`src/rtl/shift_add_multiplier_pkg.sv`:
```
// Shared types and sizing helpers for the shift-and-add multiplier.
package mul_pkg;

  typedef enum logic [1:0] {
    IDLE = 2'd0,
    RUN  = 2'd1,
    DONE = 2'd2
  } state_t;

  // Width of the iteration counter; never below one bit.
  function automatic int cnt_width(input int w);
    return (w > 1) ? $clog2(w) : 1;
  endfunction

endpackage

```
`src/rtl/shift_add_multiplier_cla.sv`:
```
// Parallel-prefix (Kogge-Stone) carry-lookahead adder, purely combinational.
module carry_lookahead_adder #(
  parameter int WIDTH = 32
) (
  input  logic [WIDTH-1:0] i_a,
  input  logic [WIDTH-1:0] i_b,
  input  logic             i_c_in,
  output logic [WIDTH-1:0] o_sum,
  output logic             o_c_out
);

  logic [WIDTH-1:0] w_g;
  logic [WIDTH-1:0] w_p;
  logic [WIDTH-1:0] w_gg;
  logic [WIDTH-1:0] w_pg;
  logic [WIDTH:0]   w_c;

  assign w_g = i_a & i_b;
  assign w_p = i_a ^ i_b;

  // Carry-in folded into bit 0 generate so the prefix tree yields every carry.
  always_comb begin
    w_gg    = w_g;
    w_pg    = w_p;
    w_gg[0] = w_g[0] | (w_p[0] & i_c_in);
    for (int d = 1; d < WIDTH; d = d * 2) begin
      for (int i = WIDTH - 1; i >= d; i--) begin
        w_gg[i] = w_gg[i] | (w_pg[i] & w_gg[i-d]);
        w_pg[i] = w_pg[i] & w_pg[i-d];
      end
    end
    w_c = {w_gg, i_c_in};
  end

  assign o_sum   = w_p ^ w_c[WIDTH-1:0];
  assign o_c_out = w_c[WIDTH];

endmodule

```
`src/rtl/shift_add_multiplier.sv`:
```
// Unsigned multi-cycle shift-and-add multiplier, one iteration per clock,
// valid/ready handshakes on both operand and product sides.
module shift_add_multiplier
  import mul_pkg::*;
#(
  parameter int WIDTH = 32
) (
  input  logic               clk,
  input  logic               rst,
  input  logic               in_valid,
  output logic               in_ready,
  input  logic [WIDTH-1:0]   a,
  input  logic [WIDTH-1:0]   b,
  output logic               out_valid,
  input  logic               out_ready,
  output logic [2*WIDTH-1:0] product
);

  localparam int CW = cnt_width(WIDTH);

  state_t             r_state;
  logic [WIDTH-1:0]   r_mcand;
  logic [WIDTH-1:0]   r_hi;
  logic [WIDTH-1:0]   r_lo;
  logic [CW-1:0]      r_cnt;
  logic [2*WIDTH-1:0] r_product;

  logic [WIDTH-1:0]   w_addend;
  logic [WIDTH-1:0]   w_sum;
  logic               w_c_out;
  logic [2*WIDTH-1:0] w_shifted;
  logic               w_last;

  assign w_addend = r_lo[0] ? r_mcand : '0;

  carry_lookahead_adder #(.WIDTH(WIDTH)) u_cla (
    .i_a     (r_hi),
    .i_b     (w_addend),
    .i_c_in  (1'b0),
    .o_sum   (w_sum),
    .o_c_out (w_c_out)
  );

  // {c_out, sum, lo} >> 1: carry-out lands in the top bit, never dropped.
  assign w_shifted = {w_c_out, w_sum, r_lo[WIDTH-1:1]};
  assign w_last    = (r_cnt == CW'(WIDTH - 1));

  always_ff @(posedge clk or posedge rst) begin
    if (rst) begin
      r_state   <= IDLE;
      r_mcand   <= '0;
      r_hi      <= '0;
      r_lo      <= '0;
      r_cnt     <= '0;
      r_product <= '0;
    end else begin
      case (r_state)
        IDLE: begin
          if (in_valid) begin
            r_mcand <= a;
            r_lo    <= b;
            r_hi    <= '0;
            r_cnt   <= '0;
            r_state <= RUN;
          end
        end
        RUN: begin
          {r_hi, r_lo} <= w_shifted;
          r_cnt        <= r_cnt + CW'(1);
          if (w_last) begin
            r_product <= w_shifted;
            r_state   <= DONE;
          end
        end
        DONE: begin
          if (out_ready) r_state <= IDLE;
        end
        default: r_state <= IDLE;
      endcase
    end
  end

  assign in_ready  = (r_state == IDLE);
  assign out_valid = (r_state == DONE);
  assign product   = r_product;

endmodule

```
`config.mk`:
```
export PLATFORM = sky130hd
export DESIGN_NAME = shift_add_multiplier
export DESIGN_NICKNAME = d
export VERILOG_FILES = /design/src/rtl/shift_add_multiplier_pkg.sv /design/src/rtl/shift_add_multiplier_cla.sv /design/src/rtl/shift_add_multiplier.sv
export SDC_FILE = /design/constraint.sdc
export NUM_CORES = 1
export LEC_CHECK = 0
export CORE_ASPECT_RATIO = 1.75
export CORE_MARGIN = 5
export CORE_UTILIZATION = 45
export CTS_BUF_LIST = sky130_fd_sc_hd__clkbuf_8
export DETAILED_ROUTE_END_ITERATION = 12
export PLACE_DENSITY = 0.68
export SYNTH_ARGS = -nofsm -noshare
export SYNTH_HDL_FRONTEND = slang
export SYNTH_SLANG_ARGS = --single-unit
```
`constraint.sdc`:
```
create_clock -name clk -period 6.7 [get_ports clk]
set_input_delay 1.34 -clock clk [delete_from_list [all_inputs] [get_ports clk]]
set_output_delay 1.34 -clock clk [all_outputs]
set_load 0.03 [all_outputs]
```
### After elaboration in Yosys (flattened, before gate mapping)

Index checks and enable logic that the tools add are counted.

| word-level totals | value |
|---|---|
| input bits | 68 |
| bits in writable memories | 0 |
| bits in registers | 167 |
| memories | 0 |
| bits in read-only memories | 0 |
| latch bits | 0 |

| operators by class | value |
|---|---|
| bitwise logic cells | 359 |
| multiply operators | 0 |
| muxes and demuxes | 11 |
| shift operators | 0 |
| order comparisons | 0 |
| reductions and logical operators | 6 |
| eq/ne operators | 6 |
| $add $sub $neg | 1 |
| divide/modulo/power cells | 0 |

Operators by type and width:

| operator | count |
|---|---|
| 1-bit AND | 227 |
| 1-bit OR | 129 |
| 32-bit case mux with 2 select lines | 2 |
| 32-bit 2-to-1 mux | 3 |
| 32-bit bitwise XOR | 2 |
| 32-bit AND | 1 |
| 5-bit case mux with 2 select lines | 1 |
| 2-bit 2-to-1 mux | 3 |
| 2-bit case mux with 3 select lines | 1 |
| 2-bit AND reduction | 3 |
| 5-bit by 1-bit adder with 5-bit output (second input constant) | 1 |
| 5-bit == test (second input constant) | 1 |
| 5-bit 2-to-1 mux | 1 |
| 2-bit inequality test (second input constant) | 2 |
| 3-bit AND reduction | 1 |
| 2-bit by 1-bit == test with 1-bit output (second input constant) | 1 |
| 2-bit == test (second input constant) | 1 |
| 2-bit zero test | 1 |
| 2-bit by 1-bit inequality test with 1-bit output (second input constant) | 1 |
| 2-bit nonzero test | 1 |

### Logic depth before layout (Yosys ltp)

| depth | value |
|---|---|
| word-level depth | 13 |
| gate-level depth with buffers | 11 |

### Hierarchy

Synthesis repeated with hierarchy kept, for this count alone.

| second synthesis, totals | value |
|---|---|
| cells, all modules | 837 |
| area total of the unflattened synthesis | 8,961.1 um^2 |

By module, submodules not included:

| module | area each (um^2) | sequential area each (um^2) | times used | cells each |
|---|---|---|---|---|
| shift_add_multiplier | 7,247.0 | 4,179.0 | 1 | 592 |
| carry_lookahead_adder | 1,714.1 | 0.0 | 1 | 245 |

### Worst setup path after synthesis

No wires, ideal clock.

| path | value |
|---|---|
| kind | reg2reg |
| start | register r_lo[0] |
| end | register r_product[49] (netlist: product[49]) |
| buffers on the path | 1 |
| arrival | 2.584 ns |
| cell stages (with the launch flop) | 12 |
| setup slack | 3.992 ns |
| setup time | 0.124 ns |
| cells stage by stage | dfrtp_1 clkbuf_1 and2_1 ha_1 fa_1 a21oi_1 nor2_1 o211ai_2 nand3_2 a31oi_1 nor4_1 a211o_1 |

| on the way | value |
|---|---|
| longest elaborated chain between the ends | 12 |
| elaborated cells on any way between the ends | 53 |
| those cells by class | mux (1); bitwise (52) |

RTL lines:

| item | line | text |
|---|---|---|
| start: declaration | shift_add_multiplier.sv:24 | `logic [WIDTH-1:0] r_lo;` |
| start signal: assignment | shift_add_multiplier.sv:68 | `{r_hi, r_lo} <= w_shifted;` |
| 32-bit 2-to-1 mux * | shift_add_multiplier.sv:34 | `assign w_addend = r_lo[0] ? r_mcand : '0;` |
| 32-bit bitwise XOR or 32-bit AND (tied branches) | shift_add_multiplier_cla.sv:19, shift_add_multiplier_cla.sv:18 |  |
| 1-bit AND | shift_add_multiplier_cla.sv:28 | `w_gg[i] = w_gg[i] \| (w_pg[i] & w_gg[i-d]);` |
| 1-bit OR | shift_add_multiplier_cla.sv:28 |  |
| 1-bit AND | shift_add_multiplier_cla.sv:28 |  |
| 1-bit OR | shift_add_multiplier_cla.sv:28 |  |
| 1-bit AND | shift_add_multiplier_cla.sv:28 |  |
| 1-bit OR | shift_add_multiplier_cla.sv:28 |  |
| 1-bit AND | shift_add_multiplier_cla.sv:28 |  |
| 1-bit OR (2 in series) | shift_add_multiplier_cla.sv:28 |  |
| 32-bit bitwise XOR * | shift_add_multiplier_cla.sv:35 | `assign o_sum = w_p ^ w_c[WIDTH-1:0];` |
| end signal: assignment | shift_add_multiplier.sv:71 | `r_product <= w_shifted;` |
| end: declaration | shift_add_multiplier.sv:26 | `logic [2*WIDTH-1:0] r_product;` |

Every way passes the cells marked *; elsewhere a longest branch is shown, timed or not.
A chain may end at the register's enable or synchronous reset.

### Worst setup path in the final report

Same ends and word-level chain as after synthesis.

==> results.toml <==
[cells_and_area]
fin_nets = 1233
n_fill_cell = 1843
fin_util_pct = 54.8
layout-drive-gt1-share_pct = 5.07
num_antenna_cells = 0
final_area_mm2 = 0.0105
area_growth_pct = 20.0
stdcell_count = 1384

[detailed_routing]
num_vias = 7459
drcViolationCount = 0
wl_um = 22300
firstDrtPassIters = 5
via_per_inst = 5.39
ant_nets = 0
wl_per_cell_um = 16.1
drt_iter0_drc = 343

[logic_synthesis]
yosysTopAreaCellShare_pct = 47.7
async_flop_share_pct = 100
syn_avg_cell_area_um2 = 8.42
yosysSeqAreaShare_pct = 47.7
synthCells = 1041
synth.most_common_cell = "nand2_1"
ys_ff_latch = 167
synth_area_leaders = "dfrtp_1 48%, nand2_1 14%, ha_1 4.9%"
ys_types = 58
synth_fp_nets = 1144
ys.flop_type = "dfrtp_1"
synth_common_cells = "328 x nand2_1, 167 x dfrtp_1, 73 x o21ai_0"
synth_top_cell_by_area = "dfrtp_1"
syn_area_mm2 = 0.00877
synth_enable_flop_cells = 0
yosys_warnings = 0

[placement]
dpl.hpwl_um = 15100
placed_cell_area_mm2 = 0.0102
dp_cells = 1352
buffer_ports.inserted = 133
gp_congestion = 0.878

[cts]
post_cts.repair.setup_buffers = 0
clk_pin_slew_ns = 0.09
h-tree-depth = 4
clock_latency_ns = 0.48
clkSinkCount = 167
cts.hold.buffers_added = 0
cts_tree = "done"
clockBufferDepth = 2
root_buffer = "clkbuf_8"
cts_buffers = 17
cts_resized = 0

[power]
power_mw = 5.63
vdd_drop_max_uv = 209
p_leak_nw = 4.86
power_density_mw_per_mm2 = 535

[timing]
max_freq_mhz = 289
setup_viol = 0
period_minus_slack_ns = 3.46
rsz0062_at_grt = "no"
maxSlewHeadroom_pct = 30.1
fin_crit_sh_pct = 51.7
fin_setup_tns_ns = 0
tightestPinTransition_ns = 1.05
hold_viol = 0
skew_ns = 0.0173
drv_slew = 0

[die]
die-area_mm2 = 0.0225
ioPinCount = 134
initial_core_util_pct = 45.7
core_mm2 = 0.0192
rows = 67
die_x_um = 116
fp.dieH_um = 195

[setup_path]
crit_type = "flop to flop"
startpoint_type = "flop"
crit_path_end_kind = "flop"
critical_path_required_ns = 7.05
crit_fanout = 33
cp_data_arrival_time_ns = 3.82

[grt]
use_met1_pct = 24.0
first_global_vias = 7659
globalRouteMet2Util_pct = 36.7
antenna_found_initial = 0
grt_max_degree = 102
grt_pass1_wl_um = 37400
busiest_layer = "met2"
grtUsageTotal_pct = 20.6
gr-total-overflow = 0
use_met3_pct = 3.95

[hold_path]
hp-class = "flop to flop"

[status]
outcome = "finished, final reports clean"

[flow_run]
drv_cap = 0
routing by layer:
metal | share of wire [%] | vias to the layer above
li1 | - | 3714
met1 | 41 | 3573
met2 | 54 | 145
met3 | 3.8 | 27
met4 | 1.8 | 0
met5 | 0 | -
critical path, cell delays in order, from the launching register on:
cell      delay, ns
dfrtp_1        0.73
and2_1         0.31
ha_1           0.21
fa_1           0.41
a21oi_1        0.24
nor2_1         0.11
o211ai_2       0.24
nand3_2        0.16
a31oi_1        0.52
nor4_1         0.10
a211o_1        0.30
cell usage in the layout (no fill, tap or decap), types with 7 or more instances in the layout:
cell type / synthesis / routed
a21oi_1: 47 / 47
nor2_1: 56 / 56
xor2_1: 17 / 17
clkdlybuf4s50_1: 0 / 133
and2_1: 35 / 33
clkbuf_8: 1 / 19
o21ai_0: 73 / 73
ha_1: 34 / 34
a31oi_1: 34 / 34
a21o_1: 10 / 10
inv_1: 9 / 10
nand2_1: 328 / 326
dfrtp_1: 167 / 167
nand4_1: 20 / 20
nand3_1: 42 / 42
o21a_1: 7 / 7
nor3_1: 12 / 12
power breakdown:
| part | internal, mW | switching (mW) |
|---|---|---|
| Combinational | 1.22 | 2.00 |
| Clock | 0.272 | 0.383 |
| Sequential | 1.47 | 0.291 |
| Total | 2.96 | 2.67 |
final cells by class:
class / count / area (um2) / area share, %
Inverter: 10 / 43.8 / 0.416
Tap cell: 241 / 302 / 2.87
Clock buffer: 19 / 262 / 2.49
Timing Repair Buffer: 139 / 1380 / 13.1
Multi-Input combinational cell: 795 / 4280 / 40.6
Clock inverter: 13 / 83.8 / 0.797
Sequential cell: 167 / 4180 / 39.7
state kept, by name, summed over array words and instances (netlist names):
name,cells
product,64
r_cnt,5
r_hi,32
r_lo,32
r_mcand,32
r_state,2
worst paths after layout:
kind	cells past startpoint	slack [ns]	to	startpoint
worst max-delay path	10	3.24	product[49]$_DFFE_PP0P_	r_lo[0]$_DFFE_PP0P_
worst min-delay path	2	0.47	r_mcand[23]$_DFFE_PP0P_	r_mcand[23]$_DFFE_PP0P_
worst max register to register	10	3.24	product[49]$_DFFE_PP0P_	r_lo[0]$_DFFE_PP0P_
worst min register to register	2	0.47	r_mcand[23]$_DFFE_PP0P_	r_mcand[23]$_DFFE_PP0P_
max in group asynchronous	3	4.11	r_hi[5]$_DFFE_PP0P_	rst
min in group asynchronous	2	1.29	product[12]$_DFFE_PP0P_	rst
cells by family (layout without fill, tap and decap cells):
group	Yosys count	in the layout	share of synthesized area (%)
AO/OA/AOI/OAI	208	208	14.5
XOR/XNOR	23	23	2.30
adder cells (fa/ha/maj)	35	35	5.08
buffers and inverters	79	181	3.82
flip-flops	167	167	47.7
multiplexers	2	2	0.228
AND/OR/NAND/NOR	527	527	26.4
metrics by stage:
step	hold WS (ns)	setup slack, ns
6_report	0.473	3.24
3_5_place_dp	0.455	3.28
3_3_place_gp	0.454	3.30
2_1_floorplan	0.437	0.842
5_1_grt	0.495	3.00
4_1_cts	0.478	3.25
(Power assumes the default switching activity.)
